$ cat config.mk
export PLATFORM = sky130hd
export DESIGN_NAME = mastermind_scorer
export DESIGN_NICKNAME = d
export VERILOG_FILES = /design/src/rtl/mastermind_scorer.sv
export SDC_FILE = /design/constraint.sdc
export NUM_CORES = 1
export LEC_CHECK = 0
export ABC_AREA = 1
export BUFFER_PORTS_ARGS = -buffer_cell sky130_fd_sc_hd__buf_2
export CAP_MARGIN = 20
export CELL_PAD_IN_SITES_DETAIL_PLACEMENT = 2
export CELL_PAD_IN_SITES_GLOBAL_PLACEMENT = 2
export CORE_AREA = 2 2 104 106
export DETAILED_ROUTE_END_ITERATION = 10
export DIE_AREA = 0 0 106 108
export GPL_TIMING_DRIVEN = 0
export PLACE_DENSITY_LB_ADDON = 0.05
export SKIP_CTS_REPAIR_TIMING = 1
export SLEW_MARGIN = 30
export SYNTH_ARGS = -nofsm -noshare
export SYNTH_HDL_FRONTEND = slang
export SYNTH_SLANG_ARGS = --single-unit
$ cat constraint.sdc
create_clock -name Clk -period 3.7 [get_ports Clk]
set_input_delay 0.37 -clock Clk [delete_from_list [all_inputs] [get_ports Clk]]
set_output_delay 0.37 -clock Clk [all_outputs]
set_load 0.01 [all_outputs]
$ cat src/rtl/mastermind_scorer.sv
// Sequential Mastermind scorer: latches guess/answer, walks positions for exact
// matches, then walks colours for partial matches, and reports both counts.
module mastermind_scorer #(
    parameter int N_POS    = 4,
    parameter int COLOR_W  = 3,
    parameter int N_COLORS = 6
) (
    input  logic                     Clk,
    input  logic                     Reset_n,
    input  logic                     start,
    input  logic [N_POS*COLOR_W-1:0] guess,
    input  logic [N_POS*COLOR_W-1:0] answer,
    output logic                     busy,
    output logic                     done,
    output logic [2:0]               exact,
    output logic [2:0]               partial,
    output logic                     win,
    output logic [1:0]               dbg_state
);

    localparam int IW = (N_POS > 1) ? $clog2(N_POS) : 1;
    localparam int GW = N_POS * COLOR_W;
    localparam logic [IW-1:0]      LAST_IDX = IW'(N_POS - 1);
    localparam logic [COLOR_W-1:0] LAST_COL = COLOR_W'(N_COLORS);

    // Handshake: start is accepted only when busy is low (state IDLE and no
    // done pulse in progress); done pulses for one cycle with busy still high.
    typedef enum logic [1:0] {
        IDLE  = 2'd0,
        EXACT = 2'd1,
        COUNT = 2'd2,
        DONE  = 2'd3
    } state_t;

    state_t             state_q, state_d;
    logic [GW-1:0]      g_q, g_d;
    logic [GW-1:0]      a_q, a_d;
    logic [N_POS-1:0]   m_q, m_d;
    logic [IW-1:0]      idx_q, idx_d;
    logic [COLOR_W-1:0] col_q, col_d;
    logic [2:0]         ex_acc_q, ex_acc_d;
    logic [2:0]         pa_acc_q, pa_acc_d;
    logic [2:0]         exact_q, exact_d;
    logic [2:0]         partial_q, partial_d;
    logic               win_q, win_d;
    logic               done_q, done_d;

    logic [COLOR_W-1:0] g_peg, a_peg;
    logic [2:0]         gc, ac, min_c;
    logic               accept;

    assign g_peg  = g_q[int'(idx_q)*COLOR_W +: COLOR_W];
    assign a_peg  = a_q[int'(idx_q)*COLOR_W +: COLOR_W];
    assign accept = (state_q == IDLE) && !done_q && start;

    // Unmatched occurrences of the current colour in guess and answer.
    always_comb begin
        gc = 3'd0;
        ac = 3'd0;
        for (int j = 0; j < N_POS; j++) begin
            if (!m_q[j] && (g_q[j*COLOR_W +: COLOR_W] == col_q)) gc = gc + 3'd1;
            if (!m_q[j] && (a_q[j*COLOR_W +: COLOR_W] == col_q)) ac = ac + 3'd1;
        end
        min_c = (gc < ac) ? gc : ac;
    end

    always_comb begin
        state_d   = state_q;
        g_d       = g_q;
        a_d       = a_q;
        m_d       = m_q;
        idx_d     = idx_q;
        col_d     = col_q;
        ex_acc_d  = ex_acc_q;
        pa_acc_d  = pa_acc_q;
        exact_d   = exact_q;
        partial_d = partial_q;
        win_d     = win_q;
        done_d    = 1'b0;
        case (state_q)
            IDLE: begin
                if (accept) begin
                    g_d      = guess;
                    a_d      = answer;
                    m_d      = '0;
                    ex_acc_d = 3'd0;
                    pa_acc_d = 3'd0;
                    idx_d    = '0;
                    state_d  = EXACT;
                end
            end
            EXACT: begin
                if ((g_peg == a_peg) && (g_peg != '0)) begin
                    m_d[idx_q] = 1'b1;
                    ex_acc_d   = ex_acc_q + 3'd1;
                end
                idx_d = idx_q + 1'b1;
                if (idx_q == LAST_IDX) begin
                    col_d   = COLOR_W'(1);
                    state_d = COUNT;
                end
            end
            COUNT: begin
                pa_acc_d = pa_acc_q + min_c;
                col_d    = col_q + 1'b1;
                if (col_q == LAST_COL) state_d = DONE;
            end
            DONE: begin
                exact_d   = ex_acc_q;
                partial_d = pa_acc_q;
                win_d     = (ex_acc_q == 3'(N_POS));
                done_d    = 1'b1;
                state_d   = IDLE;
            end
            default: state_d = IDLE;
        endcase
    end

    always_ff @(posedge Clk or negedge Reset_n) begin
        if (!Reset_n) begin
            state_q   <= IDLE;
            g_q       <= '0;
            a_q       <= '0;
            m_q       <= '0;
            idx_q     <= '0;
            col_q     <= '0;
            ex_acc_q  <= 3'd0;
            pa_acc_q  <= 3'd0;
            exact_q   <= 3'd0;
            partial_q <= 3'd0;
            win_q     <= 1'b0;
            done_q    <= 1'b0;
        end else begin
            state_q   <= state_d;
            g_q       <= g_d;
            a_q       <= a_d;
            m_q       <= m_d;
            idx_q     <= idx_d;
            col_q     <= col_d;
            ex_acc_q  <= ex_acc_d;
            pa_acc_q  <= pa_acc_d;
            exact_q   <= exact_d;
            partial_q <= partial_d;
            win_q     <= win_d;
            done_q    <= done_d;
        end
    end

    assign busy      = (state_q != IDLE) || done_q;
    assign done      = done_q;
    assign exact     = exact_q;
    assign partial   = partial_q;
    assign win       = win_q;
    assign dbg_state = state_q;

endmodule

## After elaboration in Yosys (flattened, before gate mapping)

Index checks and enable logic that the tools add are counted.

- Output and inout bits: 11
- Input bits: 27
- ROM bits: 0
- Flip-flop bits (word level): 49
- Word-level logic and storage cells: 105
- Bits in writable memories: 0
- Memories: 0
- Latch bits: 0

- Add/sub/neg operators: 10
- $mul: 1
- Bitwise gates (word level): 1
- Eq/ne operators: 19
- Magnitude comparators: 3
- Shifts and indexed selects: 2
- Multiplexer cells: 27
- Reductions and logical operators: 30
- Div/mod/pow operators: 0

Operators by type and width:

| cell | count |
|---|---|
| variable part select 12 x 32 -> 3 bit | 1 |
| 2-to-1 mux 3 bit | 10 |
| equality test 3 bit | 9 |
| adder 3 x 1 -> 3 bit (second input constant) | 8 |
| one-hot mux 3 bit (2 select lines) | 3 |
| logical AND 1 bit | 12 |
| variable part select 12 x 5 -> 3 bit | 1 |
| 2-to-1 mux 2 bit | 4 |
| 2-to-1 mux 4 bit | 2 |
| inequality test 2 bit (second input constant) | 4 |
| one-hot mux 2 bit (4 select lines) | 1 |
| one-hot mux 4 bit (2 select lines) | 1 |
| AND reduction 2 bit | 4 |
| nonzero test 2 bit | 4 |
| equality test 2 bit (second input constant) | 3 |
| equality test 3 bit (second input constant) | 2 |
| AND reduction 3 bit | 2 |
| logical NOT 1 bit | 5 |
| multiplier 2 x 2 -> 4 bit (second input constant) | 1 |
| 2-to-1 mux 1 bit | 4 |
| OR 4 bit | 1 |
| one-hot mux 2 bit (2 select lines) | 1 |
| adder 3 bit | 1 |
| less-than comparator 2 x 3 -> 1 bit (second input constant) | 1 |
| 8 further kinds | 8 |

## Logic depth before layout (Yosys ltp)

- Word-level depth: 13
- Gate-level depth with buffers: 27
- Mapped depth without buffers: 25

## Worst setup path before layout

OpenSTA, ideal clock, no wires.

- Kind: reg-to-reg
- From: reg col_q[0]
- To: reg pa_acc_q[2]
- Data required time: 3.571 ns
- Slack: 0.127 ns
- Clock period less this slack: 3.573 ns
- Library setup time: 0.129 ns
- Path buffers: 2
- Cell stages (with the launch flop): 26
- Arrival time: 3.444 ns
- Path through: dfrtp_1 > buf_4 > inv_1 > buf_6 > o211ai_1 > nor4_1 > ha_1 > inv_1 > nand2_1 > nand2_1 > inv_1 > ha_1 > inv_1 > o21ai_0 > inv_1 > ha_1 > inv_1 > nor2_1 > nand2_1 > nand2_1 > nand2_1 > nand2_1 > ha_1 > fa_1 > xor2_1 > o22ai_1

- Cells in the longest elaborated chain, start to end: 13
- Elaborated cells between the ends (all ways): 34
- Classes of those cells: add/sub: 7; order compare: 1; eq/ne: 8; mux: 10; reduce/logical: 8

Ends and longest elaborated chain:

| element | line | text |
|---|---|---|
| start: declaration | 40 | `logic [COLOR_W-1:0] col_q, col_d;` |
| start signal: assignment | 139 | `col_q <= col_d;` |
| equality test 3 bit, on equally long branches | 61, 62 |  |
| logical AND 1 bit, on equally long branches | 61, 62 |  |
| 2-to-1 mux 1 bit, on equally long branches | 61, 62 |  |
| adder 3 x 1 -> 3 bit, on equally long branches | 61, 62 |  |
| 2-to-1 mux 3 bit, on equally long branches | 61, 62 |  |
| adder 3 x 1 -> 3 bit, on equally long branches | 61, 62 |  |
| 2-to-1 mux 3 bit, on equally long branches | 61, 62 |  |
| adder 3 x 1 -> 3 bit, on equally long branches | 61, 62 |  |
| 2-to-1 mux 3 bit, on equally long branches | 61, 62 |  |
| less-than comparator 3 bit | 64 | `min_c = (gc < ac) ? gc : ac;` |
| 2-to-1 mux 3 bit (*) | 64 |  |
| adder 3 bit (*) | 104 | `pa_acc_d = pa_acc_q + min_c;` |
| one-hot mux 3 bit (2 select lines) (*) | 80 | `case (state_q)` |
| end signal: assignment | 141 | `pa_acc_q <= pa_acc_d;` |
| end: declaration | 42 | `logic [2:0] pa_acc_q, pa_acc_d;` |

Mark *: on every way between the ends. The rest lies on a longest branch, timed or not.
A chain may end at the register's enable or synchronous reset.

## Worst setup path after layout

- From: reg col_q[2]
- To: reg pa_acc_q[1]

The elaborated chain is that of the path after synthesis.

==> results.toml <==
[power_and_ir_drop]
sw_frac_of_total_pct = 50.2
cellLeakagePower_nw = 1.99
power.switching_mw = 2.11
internal_power_mw = 2.10
irDropWorstVdd_mv = 0.409
seqPwrFrac_pct = 24.7
pwr-share-comb_pct = 67.5
pwr_density_cell_nw_per_um2 = 1070
clockPowerShare_pct = 7.8

[yosys]
yosysTopAreaCellShare_pct = 39.2
synthMuxAreaShare_pct = 6.11
synthSimpleGateAreaFrac_pct = 25.4
syn_area_um2 = 3130
synthXorXnorAreaFrac_pct = 3.64
async_flop_share_pct = 100
synth_top_family_by_area = "simple AND/OR/NAND/NOR gates"
yosysSeqAreaShare_pct = 39.2
synth_top_area_cell = "dfrtp_1"
syn_avg_cell_area_um2 = 7.93
yosys_warnings = 0
synth-compound-area-share_pct = 8.03
netlist_top_cells_area = "dfrtp_1 (39%), nand2_1 (13%), ha_1 (9.2%)"
synth.distinct_cells = 33
syn_inst = 395
synth-seq-cells = 49
synth-edff-count = 0
synthAdderAreaFrac_pct = 9.83
synth_nets = 446
synthFlopType = "dfrtp_1"

[timing]
rsz0062_at_grt = "yes"
fin_crit_ns = 3.82
finalWorstSetupSlack_ns = -0.124
hold_viol = 0
setup_viol = 2
finalCritPeriodShare_pct = 103
tightest_slew_ns = 0.667
max-slew-margin-rel_pct = 55.5
skew_ns = 0.00847
fmax_mhz = 262
slew_violations = 0

[layout]
seq_area_um2 = 1230
diodes = 0
fillers = 1204
multi_input_area_um2 = 1820
final_cell_mix = "nand2_1 (104), dfrtp_1 (48), buf_2 (39)"
drive_above_1_share_pct = 29.3
final_common_cell = "nand2_1"
syn2layout_area_growth_pct = 25.3
finish.net_count = 510
final_cell_count_no_fill = 596

[cts]
cts_buffer_depth = 2
h-tree-depth = 2
cts.sinks = 49
clk_pin_slew_ns = 0.10
cts_tree = "built"
insertion_delay_ns = 0.32
cts_root_buf = "clkbuf_8"
cts_made_buffers = 5

[floorplanning]
dieArea_um2 = 11400
core_um2 = 10200
num_io_pins = 38
die_x_um = 106
row_count = 37
initial_core_util_pct = 30.6
die_y_um = 108

[worst_setup_path]
cp_data_arrival_time_ns = 4.08
start_kind = "flop"
required_ns = 3.96
r2r-end = "pa_acc_q[1]"
end_kind = "flop"
r2r_setup_slack_ns = -0.12
crit_type = "flop to flop"
rr_worst_depth = 23
r2r_start = "col_q[2]"
critPathMaxFanout = 4
crit_path_start = "col_q[2]"

[placed_design]
port_buffers = 37
dp.cells = 568
pre_cts_slack_ns = -0.755
gp_congestion = 0.728
hpwl_um = 7030

[min_path]
hp-class = "input port to async pin"

[global_routing]
antenna_found_initial = 0
grt_pass1_vias = 2991
grt_pass1_wl_um = 15300
grt_usage_pct = 17.4
grt_max_degree = 50
overflow = 0

[routing]
postRouteAntennaNets = 0
vias = 2839
drt-total-wl_um = 9810
vias_per_cell = 4.76
drcViolationCount = 0
detail_route.wl_per_cell_um = 16.5
firstDrtPassIters = 4
drt-initial-drc-count = 58

[flow_run]
max_cap_violations = 0

[status]
status = "complete, but fails checks"
violations = "setup timing"
## power groups by stage
stage               sequential [mW]  combinational, mW  clock (mW)
floorplan                     0.975               1.62           0
global placement               1.04               2.13           0
detailed placement             1.05               2.23           0
CTS                            1.04               2.25       0.345
global route                   1.08               3.24       0.355
finish                         1.04               2.84       0.329
## how the worst max path moves through the flow
stage | end | slack, ns | depth (start not counted)
floorplan | pa_acc_q[2] | 0.13 | 25
finish | pa_acc_q[1] | -0.12 | 23
detailed placement | pa_acc_q[2] | -0.76 | 23
global placement | pa_acc_q[2] | -0.57 | 23
CTS | pa_acc_q[2] | -0.77 | 23
global route | pa_acc_q[1] | -0.34 | 26
## state kept, by name, indices dropped and copies added, names as in the netlist, 2 cells and up
signal / cells
a_q: 12
g_q: 12
m_q: 4
col_q: 3
ex_acc_q: 3
exact: 3
pa_acc_q: 3
partial: 3
dbg_state: 2
idx_q: 2
## stage by stage
step	power (mW)	setup TNS [ns]	hold WS, ns	utilization (%)	instance area, um2
final	4.21	-0.242	0.0838	38.4	3920
after global routing	4.67	-0.663	0.131	38.4	3920
after CTS	3.63	-1.88	0.109	34.9	3570
after detailed placement	3.28	-1.81	0.461	34.1	3490
after global placement	3.16	-1.30	0.488	34.1	3490
after floorplan	2.59	0	0.0744	-	3130
## Yosys cell counts, types with 4 or more instances
| cell type | n |
|---|---|
| a21oi_1 | 20 |
| dfrtp_1 | 49 |
| ha_1 | 23 |
| inv_1 | 40 |
| inv_2 | 4 |
| mux2_2 | 17 |
| nand2_1 | 112 |
| nand3_1 | 29 |
| nor2_1 | 38 |
| o21ai_0 | 12 |
| o22ai_1 | 4 |
| xor2_1 | 10 |
## layer usage
metal	vias up	part of all wire, %	global-route usage (%)
met5	-	0	0
met4	0	1.4	4.89
met3	10	2.0	2.29
met2	26	51	31.3
met1	1417	46	22.1
li1	1386	-	-
## worst max-delay path: stages (launching register included)
cell and delay (ns):
dfrtp_1 0.41, buf_8 0.15, buf_4 0.15, xor2_1 0.17, a211oi_2 0.16, nand2_1 0.14, inv_1 0.12, ha_4 0.21
nand3_1 0.10, nand2_1 0.08, inv_1 0.06, ha_1 0.13, nand2_1 0.06, xor2_1 0.19, ha_1 0.33, inv_2 0.05
a21oi_4 0.18, nand2_2 0.08, nand2_2 0.06, nand2_2 0.06, ha_4 0.16, fa_2 0.54, nand3_2 0.08, o21ai_2 0.07
## cell families (layout without fill, tap and decap cells)
kind of cell / count (synthesis) / after routing
xor gates and xnor gates: 13 / 13
DFF: 49 / 49
adders and majority gates: 24 / 24
muxes: 17 / 17
and+or+nand+nor: 191 / 191
AOI/OAI and AO/OA: 45 / 45
buffers and inverters: 56 / 121
## layout make-up
type                    instances  area share [%]
inverters                      45            4.56
clock inverters                 2           0.255
multi-input cells             290            46.5
plain buffers                  11            2.26
flip-flops and latches         49            31.3
repair buffers                 57            8.99
clock buffers                   6            1.85
well taps                     136            4.34
(Power assumes the default switching activity.)
